===== config.mk =====
export PLATFORM = sky130hd
export DESIGN_NAME = vga_dither_3bit
export DESIGN_NICKNAME = d
export VERILOG_FILES = /design/src/rtl/vga_dither_pkg.sv /design/src/rtl/vga_dither_3bit_channel.sv /design/src/rtl/vga_dither_3bit.sv
export SDC_FILE = /design/constraint.sdc
export NUM_CORES = 1
export LEC_CHECK = 0
export CAP_MARGIN = 20
export CORE_MARGIN = 1.5
export CORE_UTILIZATION = 35
export DETAILED_ROUTE_END_ITERATION = 8
export HOLD_SLACK_MARGIN = 0.03
export SLEW_MARGIN = 40
export SYNTH_ARGS = -nofsm -noshare
export SYNTH_HDL_FRONTEND = slang
export SYNTH_HIERARCHICAL = 1
export SYNTH_SLANG_ARGS = --single-unit

===== constraint.sdc =====
create_clock -name CLK_50MHZ -period 1.8 [get_ports CLK_50MHZ]
set_input_delay 0.54 -clock CLK_50MHZ [delete_from_list [all_inputs] [get_ports CLK_50MHZ]]
set_output_delay 0.54 -clock CLK_50MHZ [all_outputs]
set_load 0.01 [all_outputs]

===== src/rtl/vga_dither_pkg.sv =====
// Shared constants and helpers for the 3-bit VGA dither output stage.
//   BAYER4  : 4x4 ordered-dither matrix (0..15); the stage uses it >> 1.
//   CW_IN   : colour width arriving from the mixer.
//   CW_OUT  : colour width per channel on the VGA pins.
//   sat_add : colour + threshold, clamped to the full-scale input code.
package vga_dither_pkg;

    localparam int CW_IN  = 6;
    localparam int CW_OUT = 3;

    // Indexed [y_ph][x_ph].
    localparam logic [3:0] BAYER4 [4][4] = '{
        '{4'd0,  4'd8,  4'd2,  4'd10},
        '{4'd12, 4'd4,  4'd14, 4'd6 },
        '{4'd3,  4'd11, 4'd1,  4'd9 },
        '{4'd15, 4'd7,  4'd13, 4'd5 }
    };

    // One extra bit holds the carry; any carry means the sum passed 63.
    function automatic logic [CW_IN-1:0] sat_add(input logic [CW_IN-1:0]  c,
                                                 input logic [CW_OUT-1:0] t);
        logic [CW_IN:0] s;
        s = {1'b0, c} + {{(CW_IN + 1 - CW_OUT){1'b0}}, t};
        return s[CW_IN] ? {CW_IN{1'b1}} : s[CW_IN-1:0];
    endfunction

endpackage


===== src/rtl/vga_dither_3bit_channel.sv =====
// One colour channel of the dither stage (purely combinational).
//   c_in  : 6-bit colour from pipeline stage 1
//   t     : 3-bit dither threshold (0 when dithering is off)
//   blank : forces the output to black
//   c_out : 3-bit colour, the top bits of the saturated sum
module dither_channel
    import vga_dither_pkg::*;
(
    input  logic [CW_IN-1:0]  c_in,
    input  logic [CW_OUT-1:0] t,
    input  logic              blank,
    output logic [CW_OUT-1:0] c_out
);

    assign c_out = blank ? '0 : CW_OUT'(sat_add(c_in, t) >> (CW_IN - CW_OUT));

endmodule


===== src/rtl/vga_dither_3bit.sv =====
// Output stage between the colour mixer and the 3-bit-per-channel VGA pins.
// Reduces 6-bit R/G/B to 3 bits with 4x4 ordered dithering (or plain
// truncation when dither_en is low) through a two-stage pipeline that keeps
// colour, blank and both syncs aligned.
//   CLK_50MHZ, RST     : clock, synchronous active-high reset
//   pix_ce             : pixel enable; nothing advances while it is low
//   r_in/g_in/b_in     : 6-bit colour,  blank_in : high outside active area
//   hs_in/vs_in        : syncs, active level set by HS_POL / VS_POL
//   dither_en          : 1 = dither, 0 = truncate
//   VGA_R/G/B          : 3-bit colour, VGA_HSYNC/VGA_VSYNC : delayed syncs
module vga_dither_3bit
    import vga_dither_pkg::*;
#(
    parameter bit HS_POL   = 1'b0,
    parameter bit VS_POL   = 1'b0,
    parameter bit TEMPORAL = 1'b0
) (
    input  logic              CLK_50MHZ,
    input  logic              RST,
    input  logic              pix_ce,
    input  logic [CW_IN-1:0]  r_in,
    input  logic [CW_IN-1:0]  g_in,
    input  logic [CW_IN-1:0]  b_in,
    input  logic              blank_in,
    input  logic              hs_in,
    input  logic              vs_in,
    input  logic              dither_en,
    output logic [CW_OUT-1:0] VGA_R,
    output logic [CW_OUT-1:0] VGA_G,
    output logic [CW_OUT-1:0] VGA_B,
    output logic              VGA_HSYNC,
    output logic              VGA_VSYNC
);

    // Phase counters
    logic [1:0] x_ph_q, x_ph_d;
    logic [1:0] y_ph_q, y_ph_d;
    logic       frame_q, frame_d;

    // Stage 1. hs1_q/vs1_q double as the previous-sync registers used by
    // the edge detectors: both are hs_in/vs_in captured on pix_ce.
    logic [CW_IN-1:0]  r1_q, g1_q, b1_q;
    logic              blank1_q, hs1_q, vs1_q;
    logic [CW_OUT-1:0] t1_q, t_d;

    // Stage 2
    logic [CW_OUT-1:0] r2_q, g2_q, b2_q;
    logic              hs2_q, vs2_q;
    logic [CW_OUT-1:0] r_dith, g_dith, b_dith;

    logic              hs_edge, vs_edge;
    logic [CW_OUT-1:0] t_base, t_temp;

    assign hs_edge = pix_ce && (hs_in == HS_POL) && (hs1_q != HS_POL);
    assign vs_edge = pix_ce && (vs_in == VS_POL) && (vs1_q != VS_POL);

    always_comb begin
        x_ph_d  = x_ph_q;
        y_ph_d  = y_ph_q;
        frame_d = frame_q;
        if (pix_ce) begin
            x_ph_d = hs_edge ? 2'd0 : x_ph_q + 2'd1;
            // A vsync edge restarts the row phase even if hsync also fired.
            if (vs_edge) begin
                y_ph_d  = 2'd0;
                frame_d = ~frame_q;
            end else if (hs_edge) begin
                y_ph_d = y_ph_q + 2'd1;
            end
        end
    end

    // Threshold from the counters as they stand before this pixel's update.
    always_comb begin
        t_base = CW_OUT'(BAYER4[y_ph_q][x_ph_q] >> 1);
        t_temp = (TEMPORAL && frame_q) ? (3'd7 - t_base) : t_base;
        t_d    = dither_en ? t_temp : '0;
    end

    dither_channel u_ch_r (.c_in(r1_q), .t(t1_q), .blank(blank1_q), .c_out(r_dith));
    dither_channel u_ch_g (.c_in(g1_q), .t(t1_q), .blank(blank1_q), .c_out(g_dith));
    dither_channel u_ch_b (.c_in(b1_q), .t(t1_q), .blank(blank1_q), .c_out(b_dith));

    always_ff @(posedge CLK_50MHZ) begin
        if (RST) begin
            x_ph_q   <= 2'd0;
            y_ph_q   <= 2'd0;
            frame_q  <= 1'b0;
            r1_q     <= '0;
            g1_q     <= '0;
            b1_q     <= '0;
            blank1_q <= 1'b1;
            hs1_q    <= ~HS_POL;
            vs1_q    <= ~VS_POL;
            t1_q     <= '0;
            r2_q     <= '0;
            g2_q     <= '0;
            b2_q     <= '0;
            hs2_q    <= ~HS_POL;
            vs2_q    <= ~VS_POL;
        end else begin
            x_ph_q  <= x_ph_d;
            y_ph_q  <= y_ph_d;
            frame_q <= frame_d;
            if (pix_ce) begin
                r1_q     <= r_in;
                g1_q     <= g_in;
                b1_q     <= b_in;
                blank1_q <= blank_in;
                hs1_q    <= hs_in;
                vs1_q    <= vs_in;
                t1_q     <= t_d;
                r2_q     <= r_dith;
                g2_q     <= g_dith;
                b2_q     <= b_dith;
                hs2_q    <= hs1_q;
                vs2_q    <= vs1_q;
            end
        end
    end

    assign VGA_R     = r2_q;
    assign VGA_G     = g2_q;
    assign VGA_B     = b2_q;
    assign VGA_HSYNC = hs2_q;
    assign VGA_VSYNC = vs2_q;

endmodule


==> impl_results.md <==
* # IOs at 36
* Crit path cell chain: clkdlybuf4s50_1
* Ys flop type: dfxtp_1
* Max-slew violation count at 0
* H-tree Lvls at 2
* Largest net degree at the start of global routing at 39
* Status: finished clean
* # fillers at 535
* CP startpoint kind: register
* Area of the core at 5140 um^2
* Clk buf depth at 2
* Buffers on Ports at 35
* GR Overflow Total at 0
* Area of the mapped netlist at 1880 um^2
* # DRC at 0
* Layout cells sized above 1 at about an eighth
* CP endpoint kind: output port
* Maximum Capacitance Violations at 0
* Slew HR at 58.4%
* Clock Pin Slew Worst Setup and Hold Paths at around 0.080 ns
* Post-synth EDFFs at 0
* Num Clock Sinks at 39
* Fin Setup TNS at 0 ns
* Max rail drop VDD at 289 uV
* Req. time, crit path at ~1.3 ns
* CTS tree: done
* Gr usage total at 12.8%
* Cell variety after synth at 31
* Routed vias at 1393
* Routability cong. at between 0.7 and 0.8
* Final period util at 95.5%
* First-pass GRT wire length at just under 6000 um
* Clock Skew at between 0.005 and 0.006 ns
* Post-route cell area at 2350 um^2
* Vias/cell at approximately 4.8
* Post-synth top area cell: dfxtp_1
* Pwr/cell area at 738 nW/um^2
* Most common cell after layout, fill and taps aside: dfxtp_1
* Cells after Synth at approximately 180
* Initial antenna violation count at 0
* Least-Margin Pin Slew at about 0.62 ns
* Diodes inserted at 0
* Post-CTS setup buffers at 0
* Final ANT Viol Nets at 0
* Setup slack, reg-to-reg at roughly 0.21 ns
* P&R area growth vs syn at 25.5%
* Syn_nets at roughly 220
* Initial DRC Count at between 50 and 60
* Critical path class: reg -> out
* Hold buffers post-CTS at 0
* CP top delay family: buffers and inverters
* Sequential share of the synthesized area at about two fifths
* WL/cell at about 12 um
* Max Clock Freq at 582 MHz
* Final net count at between 200 and 300
* Total Wirelength at between 3000 and 4000 um
* #FFs+latches synth at 39
* DP Wirelength at about 2400 um
* Post-DP Area at 2270 um^2
* Post_cts resized at 0
* Sum of buffers and inverters on the critical path at 1
* Commonest cells after routing, fill and taps aside: 39 x dfxtp_1, 34 x clkdlybuf4s50_1, 29 x nor2_1
* Post-synth top area share at a little over two fifths
* Root buf cell: clkbuf_8
* # rows at 26
* Synthesized area per cell at a little over 10 um^2
* Hold Path Class: reg -> reg
* Min Clock Period, post-route at ~1.7 ns
* Starting density of the core at 36.5%
* Crit path arrival time at 1.18 ns
* Asr flop ratio synth at 0%
* Final hold vios at 0
* Die H at ~76 um
* Worst skew pair latency at 0.29 ns
* YS warnings at 6
* CTS buffer count at 5
* Drt first pass iters at 4
* RSZ-0062 raised after global routing: false
* Top area cells in the synthesized netlist: dfxtp_1 42%, mux2i_1 15%, nor2_1 5.8%
* Width of the die at about 76 um
* Die area at between 5000 and 6000 um^2
* Worst path max stage delay at about 0.55 ns
* Pleak at between 0.9 and 1 nW
* Worst-path fanout max at 2
* Vias in the first global route at about 1300
* Fin util at a little under half
* Final setup vio count at 0
* Max stage delay cell, worst path: clkdlybuf4s50_1
[sequential cells by signal (all words and copies together), names as in the netlist]
register   count
vs1_q          1
VGA_G          3
VGA_HSYNC      1
t1_q           3
hs1_q          1
g1_q           6
y_ph_q         2
blank1_q       1
r1_q           6
VGA_R          3
x_ph_q         2
VGA_B          3
VGA_VSYNC      1
b1_q           6
[synth_stat cells, drive strengths merged, types with 7 or more instances]
cell / n
buf: 7
dfxtp: 39
ha: 8
inv: 10
nand2: 9
mux2i: 28
a21oi: 9
nor2: 29
[through the flow]
stage	hold slack (ns)	cells	setup WS, ns	total power [mW]
finish	0.463	289	0.0812	1.74
global route	0.510	289	0.0429	1.82
CTS	0.464	289	0.0636	1.76
detailed placement	0.452	281	0.179	1.19
global placement	0.447	281	0.195	1.19
floorplan	0.429	182	0.345	1.10
[final cells by class]
| class | instances | area (um^2) | area share [%] |
|---|---|---|---|
| clock inverters | 1 | 5.00 | 0.213 |
| multi-input cells | 124 | 962 | 40.9 |
| inverters | 10 | 37.5 | 1.59 |
| well taps | 70 | 87.6 | 3.72 |
| repair buffers | 38 | 405 | 17.2 |
| flip-flops and latches | 39 | 781 | 33.2 |
| clock buffers | 7 | 76.3 | 3.24 |
[final timing paths]
check / cells past startpoint / to / start
max: 1 / VGA_B[0] / VGA_B[0]$_SDFFE_PP0P_
min: 2 / VGA_HSYNC$_SDFFE_PP1P_ / hs1_q$_SDFFE_PP1P_
max reg2reg: 6 / VGA_G[1]$_SDFFE_PP0P_ / t1_q[2]$_SDFFE_PP0P_
min reg2reg: 2 / VGA_HSYNC$_SDFFE_PP1P_ / hs1_q$_SDFFE_PP1P_
[kinds of logic after synthesis]
family	after synthesis	share of synthesized area [%]
mux	28	14.9
flops	39	41.6
fa+ha+maj	8	5.33
simple gates	53	13.9
compound gates	32	15.7
buf+inv	19	7.13
xor+xnor	3	1.40
[per-layer routing]
layer | wire length (um) | share of wire (%) | global-route usage, %
met3 | 150 | 4.2 | 3.71
met2 | 1610 | 45 | 20.8
met5 | 0 | 0 | 0
met4 | 51 | 1.4 | 5.00
met1 | 1740 | 49 | 15.9
[report_power, final]
group	switching (mW)	total [mW]	internal, mW
combinational	0.0998	0.227	0.127
clock	0.300	0.572	0.272
sequential	0.0364	0.940	0.903
total	0.436	1.74	1.30
(Power assumes the default switching activity.)
